`src/rtl/mem_access_unit_pkg.sv`:
```
// Shared definitions for the memory access unit: bus widths, access-width codes,
// FSM encoding and the execute-to-memory bus layout.
package mem_access_unit_pkg;

    localparam int ES_TO_MS_BUS_WD = 103;
    localparam int MS_TO_ES_BUS_WD = 34;

    localparam logic [3:0] BW_BYTE = 4'b0001;
    localparam logic [3:0] BW_HALF = 4'b0011;
    localparam logic [3:0] BW_WORD = 4'b1111;

    typedef enum logic [3:0] {
        S_IDLE = 4'b0001,
        S_REQ  = 4'b0010,
        S_WAIT = 4'b0100,
        S_DONE = 4'b1000
    } mau_state_e;

    typedef struct packed {
        logic [31:0] addr;
        logic        is_unsigned;
        logic        mem_we;
        logic        mem_re;
        logic [3:0]  bit_width;
        logic [31:0] st_data;
        logic [31:0] pc;
    } es_to_ms_t;

    // Unknown width codes behave as full-word accesses.
    function automatic logic [3:0] norm_width(input logic [3:0] bw);
        case (bw)
            BW_BYTE: return BW_BYTE;
            BW_HALF: return BW_HALF;
            default: return BW_WORD;
        endcase
    endfunction

endpackage

```
`src/rtl/mem_lane_align.sv`:
```
// Byte-lane alignment: store strobes/replicated data and load extract with sign/zero extend.
// Purely combinational so an uncached path can reuse it.
module mem_lane_align
    import mem_access_unit_pkg::*;
(
    input  logic [1:0]  addr_lo,
    input  logic [3:0]  bit_width,
    input  logic        is_unsigned,
    input  logic [31:0] st_data,
    input  logic [31:0] rdata,
    output logic [3:0]  wstrb,
    output logic [31:0] wdata,
    output logic [31:0] ld_data
);

    logic [3:0]  bw;
    logic [31:0] shifted;

    assign bw      = norm_width(bit_width);
    assign wstrb   = bw << addr_lo;
    assign shifted = rdata >> {addr_lo, 3'b000};

    always_comb begin
        wdata   = st_data;
        ld_data = shifted;
        case (bw)
            BW_BYTE: begin
                wdata   = {4{st_data[7:0]}};
                ld_data = {{24{~is_unsigned & shifted[7]}}, shifted[7:0]};
            end
            BW_HALF: begin
                wdata   = {2{st_data[15:0]}};
                ld_data = {{16{~is_unsigned & shifted[15]}}, shifted[15:0]};
            end
            default: begin
                wdata   = st_data;
                ld_data = shifted;
            end
        endcase
    end

endmodule

```
`src/rtl/mem_access_unit.sv`:
```
// Memory-stage data-cache front end: one load/store transaction at a time over a
// valid/ready request plus data_ok response, with misalignment exception and load formatting.
module mem_access_unit
    import mem_access_unit_pkg::*;
#(
    parameter bit ALE_CHECK = 1'b1,
    parameter bit RESP_HOLD = 1'b1
) (
    input  logic                       clk,
    input  logic                       resetn,
    input  logic [ES_TO_MS_BUS_WD-1:0] es_to_ms_bus,
    input  logic                       es_ready,
    output logic [MS_TO_ES_BUS_WD-1:0] ms_to_es_bus,
    output logic                       dc_req,
    output logic                       dc_wr,
    output logic [31:0]                dc_addr,
    output logic [3:0]                 dc_wstrb,
    output logic [31:0]                dc_wdata,
    input  logic                       dc_addr_ok,
    input  logic                       dc_data_ok,
    input  logic [31:0]                dc_rdata
);

    es_to_ms_t   es;
    mau_state_e  state_q, state_d;
    logic [31:0] rdata_q, ld_data, mem_result;
    logic [3:0]  width;
    logic        op, mis, dcache_ok;
    logic        unused_pc;

    assign es        = es_to_ms_t'(es_to_ms_bus);
    assign unused_pc = ^es.pc;
    assign width     = norm_width(es.bit_width);
    assign op        = es.mem_re | es.mem_we;
    assign mis       = ALE_CHECK && op &&
                       (((width == BW_HALF) && es.addr[0]) ||
                        ((width == BW_WORD) && (es.addr[1:0] != 2'b00)));

    mem_lane_align u_align (
        .addr_lo     (es.addr[1:0]),
        .bit_width   (es.bit_width),
        .is_unsigned (es.is_unsigned),
        .st_data     (es.st_data),
        .rdata       (dc_rdata),
        .wstrb       (dc_wstrb),
        .wdata       (dc_wdata),
        .ld_data     (ld_data)
    );

    // Request fields come straight from the bus; the execute stage holds it while stalled.
    assign dc_wr   = es.mem_we;
    assign dc_addr = {es.addr[31:2], 2'b00};

    assign ms_to_es_bus = {mis, dcache_ok, mem_result};

    always_ff @(posedge clk or negedge resetn) begin
        if (!resetn) begin
            state_q <= S_IDLE;
            rdata_q <= '0;
        end else begin
            state_q <= state_d;
            if (state_q == S_WAIT && dc_data_ok)
                rdata_q <= es.mem_re ? ld_data : '0;
        end
    end

    always_comb begin
        state_d    = state_q;
        dc_req     = 1'b0;
        dcache_ok  = 1'b0;
        mem_result = '0;
        case (state_q)
            S_IDLE: begin
                if (!op || mis) begin
                    dcache_ok = 1'b1;
                end else begin
                    dc_req  = 1'b1;
                    state_d = dc_addr_ok ? S_WAIT : S_REQ;
                end
            end
            S_REQ: begin
                dc_req = 1'b1;
                if (dc_addr_ok)
                    state_d = S_WAIT;
            end
            S_WAIT: begin
                if (dc_data_ok) begin
                    if (RESP_HOLD) begin
                        state_d = S_DONE;
                    end else begin
                        // Without hold the result is only valid this cycle; if the stage
                        // is stalled elsewhere, fall back to DONE rather than drop the data.
                        dcache_ok  = 1'b1;
                        mem_result = es.mem_re ? ld_data : '0;
                        state_d    = es_ready ? S_IDLE : S_DONE;
                    end
                end
            end
            S_DONE: begin
                dcache_ok  = 1'b1;
                mem_result = rdata_q;
                if (es_ready)
                    state_d = S_IDLE;
            end
            default: state_d = S_IDLE;
        endcase
        if (!resetn) begin
            dc_req     = 1'b0;
            dcache_ok  = !op;
            mem_result = '0;
        end
    end

    // A response outside WAIT means the cache broke the one-outstanding contract.
    a_data_ok_in_wait: assert property (@(posedge clk) disable iff (!resetn)
        dc_data_ok |-> (state_q == S_WAIT));

endmodule

```
`config.mk`:
```
export PLATFORM = sky130hd
export DESIGN_NAME = mem_access_unit
export DESIGN_NICKNAME = d
export VERILOG_FILES = /design/src/rtl/mem_access_unit_pkg.sv /design/src/rtl/mem_lane_align.sv /design/src/rtl/mem_access_unit.sv
export SDC_FILE = /design/constraint.sdc
export NUM_CORES = 1
export LEC_CHECK = 0
export CAP_MARGIN = 10
export CORE_UTILIZATION = 39
export CTS_BUF_LIST = sky130_fd_sc_hd__clkbuf_8
export CTS_CLUSTER_DIAMETER = 120
export CTS_CLUSTER_SIZE = 24
export DETAILED_ROUTE_END_ITERATION = 10
export PLACE_DENSITY = 0.95
export SYNTH_ARGS = -nofsm -noshare
export SYNTH_HDL_FRONTEND = slang
export SYNTH_HIERARCHICAL = 1
export SYNTH_SLANG_ARGS = --single-unit
```
`constraint.sdc`:
```
create_clock -name clk -period 4.36 [get_ports clk]
set_input_delay 0.872 -clock clk [delete_from_list [all_inputs] [get_ports clk]]
set_output_delay 0.872 -clock clk [all_outputs]
set_load 0.05 [all_outputs]
```
### After elaboration in Yosys (flattened, before gate mapping)

Index checks and enable logic that the tools add are counted.

| word-level totals | value |
|---|---|
| register bits after elaboration | 36 |
| latch bits | 0 |
| memory bits (writable) | 0 |
| bits in read-only memories | 0 |
| input port bits | 140 |
| output and inout bits | 104 |
| memories | 0 |

| cells by class | value |
|---|---|
| add/subtract/negate cells | 0 |
| multipliers | 0 |
| div/mod/pow operators | 0 |
| magnitude comparators | 0 |
| equal/unequal tests | 13 |
| shift operators | 2 |
| muxes and demuxes | 18 |
| bitwise operators | 4 |
| reductions and logical operators | 9 |

Operators with widths:

| operator | count |
|---|---|
| 32-bit case mux with 2 select lines | 2 |
| 32-bit two-way mux | 3 |
| 32-bit by 5-bit right shift with 32-bit output | 1 |
| 4-bit two-way mux | 4 |
| 4-bit case mux with 4 select lines | 1 |
| 4-bit by 1-bit == test with 1-bit output (second input constant) | 3 |
| 4-bit by 2-bit == test with 1-bit output (second input constant) | 3 |
| 4-bit == test (second input constant) | 2 |
| 2-bit inequality test (second input constant) | 4 |
| 4-bit case mux with 2 select lines | 1 |
| 4-bit by 3-bit == test with 1-bit output (second input constant) | 1 |
| 1-bit logical AND | 4 |
| 1-bit two-way mux | 4 |
| 1-bit case mux with 2 select lines | 2 |
| 4-bit AND reduction | 1 |
| 4-bit by 2-bit left shift with 4-bit output | 1 |
| 3-bit two-way mux | 1 |
| 1-bit bitwise AND | 2 |
| 1-bit logical OR | 2 |
| 2-bit nonzero test | 1 |
| 1-bit zero test | 1 |
| 1-bit NOT | 1 |
| 1-bit OR | 1 |

### Longest topological paths before layout

| logic depth | value |
|---|---|
| word-level depth | 10 |
| mapped depth | 8 |

### Modules after synthesis

The synthesis kept the hierarchy.

By module, submodules not included:

| module | instances | cells an instance | area each (um^2) | sequential area each (um^2) |
|---|---|---|---|---|
| mem_access_unit | 1 | 244 | 2,182.1 | 902.1 |
| mem_lane_align | 1 | 185 | 1,194.9 | 0.0 |

### Worst setup path before layout

No wires, ideal clock.

| timing | value |
|---|---|
| path kind | input port to output port |
| start | in es_to_ms_bus[67] |
| end | out dc_wdata[24] |
| arrival time | 2.794 ns |
| data required time | 3.488 ns |
| path slack | 0.694 ns |
| stages | 4 |
| cell sequence | or3b_2 clkbuf_1 clkbuf_1 o21ai_0 |

| on the way | value |
|---|---|
| longest elaborated chain between the ends | 4 |
| elaborated cells on any way between the ends | 6 |
| classes of those cells | eq/ne (4); mux (2) |

Ends and longest elaborated chain:

| what | RTL line | source |
|---|---|---|
| start, declared | mem_access_unit.sv:11 | `input logic [ES_TO_MS_BUS_WD-1:0] es_to_ms_bus,` |
| 4-bit by 2-bit == test with 1-bit output or 4-bit by 1-bit == test with 1-bit output (tied branches) | mem_access_unit_pkg.sv:31 | `case (bw)` |
| 4-bit case mux with 2 select lines (*) | mem_access_unit_pkg.sv:31 |  |
| 4-bit by 2-bit == test with 1-bit output or 4-bit by 1-bit == test with 1-bit output (tied branches) | mem_lane_align.sv:26 | `case (bw)` |
| 32-bit case mux with 2 select lines (*) | mem_lane_align.sv:26 |  |
| end, declared | mem_access_unit.sv:18 | `output logic [31:0] dc_wdata,` |

Every way passes the cells marked *; elsewhere a longest branch is shown, timed or not.

### Worst setup path in the final report

| timing | value |
|---|---|
| start | in es_to_ms_bus[67] |
| end | out dc_wdata[17] |

Same word-level chain as after synthesis.

==> results.ini <==
[run_status]
status=finished clean

[yosys]
synthDominantAreaCellType=dfrtp_1
syn-instance-count=429
synth_edf_count=0
ys_seq_area_frac=0.2671
synthesis.area_per_instance_um2=7.872
yosysTopAreaCellShare=0.2594
synth.cell_area_um2=3377
synthDistinctLibCells=46
yosys_most_used_dff=dfrtp_1
synthTopCellsByArea=dfrtp_1 26%, mux2i_1 17%, buf_4 9.8%
synth-warning-count=6
synth.ff_latch_count=36
yosys-top-cells-count=73 x nand2_1, 56 x mux2i_1, 44 x buf_4, 35 x dfrtp_1, 35 x inv_1
postSynth.asyncResetShare=1.000
synthMostInstantiatedCell=nand2_1

[routing]
drt_pre_antenna_iters=5
ant_nets=0
drt-total-wl_um=11270
highest-signal-layer=met4
detail_route.wirelength.met1_um=3980
number_of_vias_per_cell_after_detailed_routing=5.613
wl_met3_um=1088
drt_iter0_markers=252
route.vias.total=3525
post-route-drc-count=0
met2_length_um=5808
wl_per_cell_um=17.95

[global_route]
grt_pass1_wl_um=17220
pin_count_of_the_biggest_net_entering_global_routing=38
first_global_vias=3506
grtUsageTotal=0.2494
number_of_antenna_violations_at_the_first_check_in_global_routing=0
grt.overflow.total=0

[pwr]
pwr_density_cell_nw_per_um2=281.9
vdd_ir_drop_max_v=0.0001346
leak_pwr_nw=2.421
p_total_w=0.001432

[sta]
slew_headroom=0.4128
fin_worst_skew_ns=0.005899
fin_ws_ns=0.4001
period_needed_ns=3.960
final_hold_viol_count=0
setup-violations-final=0
pins_over_their_slew_limit=0
setup_repair_after_global_routing_missed_its_margin=false
max_clock_freq_mhz=252.5
setup_tns_ns=0
fin_crit_sh=0.9082
worst_slew_pin_slew_ns=0.8808

[worst_setup_path]
critical-path-max-stage-delay_ns=0.79
timing.critical_path.max_delay_family=buffers and inverters
timing.critical_path.from_type=input pin
cp.required_ns=3.49
timing.critical_path.cells=clkdlybuf4s50_1, or3b_2, nand2_1, nand2_1, clkdlybuf4s50_1
worst-path-max-fanout=34
critPathKind=input pin to output port
cp_data_arrival_time_ns=3.09
max_stage_delay_cell_worst_path=or3b_2
r2r_setup_slack_ns=2.65
endpoint_kind=output port
critical_path.n_buffers_inverters=2

[clocking]
cts-resized-gates=0
max_h_tree_level=2
cts_sinks=36
cts_hold_buf=0
insertion_delay_of_the_later_clocked_pin_in_the_worst_skew_pair_ns=0.29
cts_buffer_depth=2
cts-root-buf=clkbuf_8
cts_made_buffers=5
path_clk_slew_ns=0.07
clock_tree_from_tritoncts=done
cts_setup_buffers=0

[hold_path]
hold_path_class=flop to flop

[floorplan]
initial_core_util=0.4069
die_area_um2=9035
floorplan.die.height_um=95.06
placementRows=33
dieWidth_um=95.06
floorplan.io_pins=244
core_region_area_um2=8299

[cells_and_area]
antenna_cells=0
area.growth.synth_to_final_pct=50.39
post_layout_nonfiller_instances=628
final_layout_size_suffix_gt1_frac=0.1874
fin_nets=662
postLayoutCoreUtil=0.6119

[place]
io_buffers=149
post-place-cells=620
final_wtd_congestion=0.8401
dp.final_hpwl_um=8510
placement.setup.worst_slack_ns=0.4233

[job]
drv.max_cap_violation_count=0

[flip-flops by register name, summed over array words and instances, names as in the netlist]
register	flops
state_q	4
rdata_q	32
[per-stage QoR]
stage	hold WS, ns	cell area (um2)
after floorplan	0.4929	3381
after global placement	0.5015	4997
after detailed placement	0.5158	4997
after CTS	0.5309	5079
after global routing	0.5429	5079
final	0.5259	5079
[metal layers]
layer | vias up | global-route usage
li1 | 1605 | -
met1 | 1644 | 0.2750
met2 | 235 | 0.4538
met3 | 41 | 0.06140
met4 | 0 | 0.1048
met5 | - | 0
[path summary, 6_finish.rpt]
kind	from	endpoint	cells past startpoint
max	es_to_ms_bus[67]	dc_wdata[17]	5
min	rdata_q[23]	rdata_q[23]	2
max reg2reg	state_q[1]	rdata_q[16]	3
min reg2reg	rdata_q[23]	rdata_q[23]	2
max in group asynchronous	resetn	state_q[0]	2
min in group asynchronous	resetn	rdata_q[10]	2
[cell families after synthesis]
family                 count (synthesis)  synth area share
flip-flops                            36            0.2671
AO/OA/AOI/OAI                         66            0.1234
multiplexers                          66            0.2071
AND/OR/NAND/NOR                      150            0.2175
other                                  1          0.001110
buffers and inverters                110            0.1838
[layout by cell type, fill, tap and decap left out, types with 2 or more instances in the layout]
cell and instances:
inv_1 37, nand2_1 73, mux4_2 2, clkdlybuf4s50_1 93, o22ai_1 8, nor2_1 7, a31oi_1 8, or2_2 7
nor3b_1 3, a21oi_1 12, nand3b_1 2, clkbuf_8 5, nor3_1 32, buf_12 44, mux2i_1 56, nor2b_1 8
mux2_2 7, conb_1 2, nand3_1 9, o21ai_0 19, a211oi_1 8, buf_4 20, a2bb2oi_1 2, dfrtp_1 35
[worst register-to-register path: cells and delay by family, from the launching register on]
| family | cells | cell delay [ns] |
|---|---|---|
| flops | 1 | 0.46 |
| simple gates | 2 | 0.78 |
| mux | 1 | 0.37 |
[area by class of cell]
| type | instances | area [um2] |
|---|---|---|
| Timing Repair Buffer | 158 | 1967 |
| Clock buffer | 5 | 68.82 |
| Multi-Input combinational cell | 284 | 1858 |
| Sequential cell | 36 | 902.1 |
| Tap cell | 105 | 131.4 |
| Clock inverter | 3 | 12.51 |
| Fill cell | 656 | 3221 |
| Inverter | 37 | 138.9 |
[power breakdown]
part           internal, W  switching, W  total [W]
Sequential        0.000486     0.0000554   0.000542
Combinational     0.000280      0.000385   0.000665
Clock             0.000107      0.000118   0.000225
Total             0.000874      0.000558    0.00143
Power figures use the tool's default switching activity.
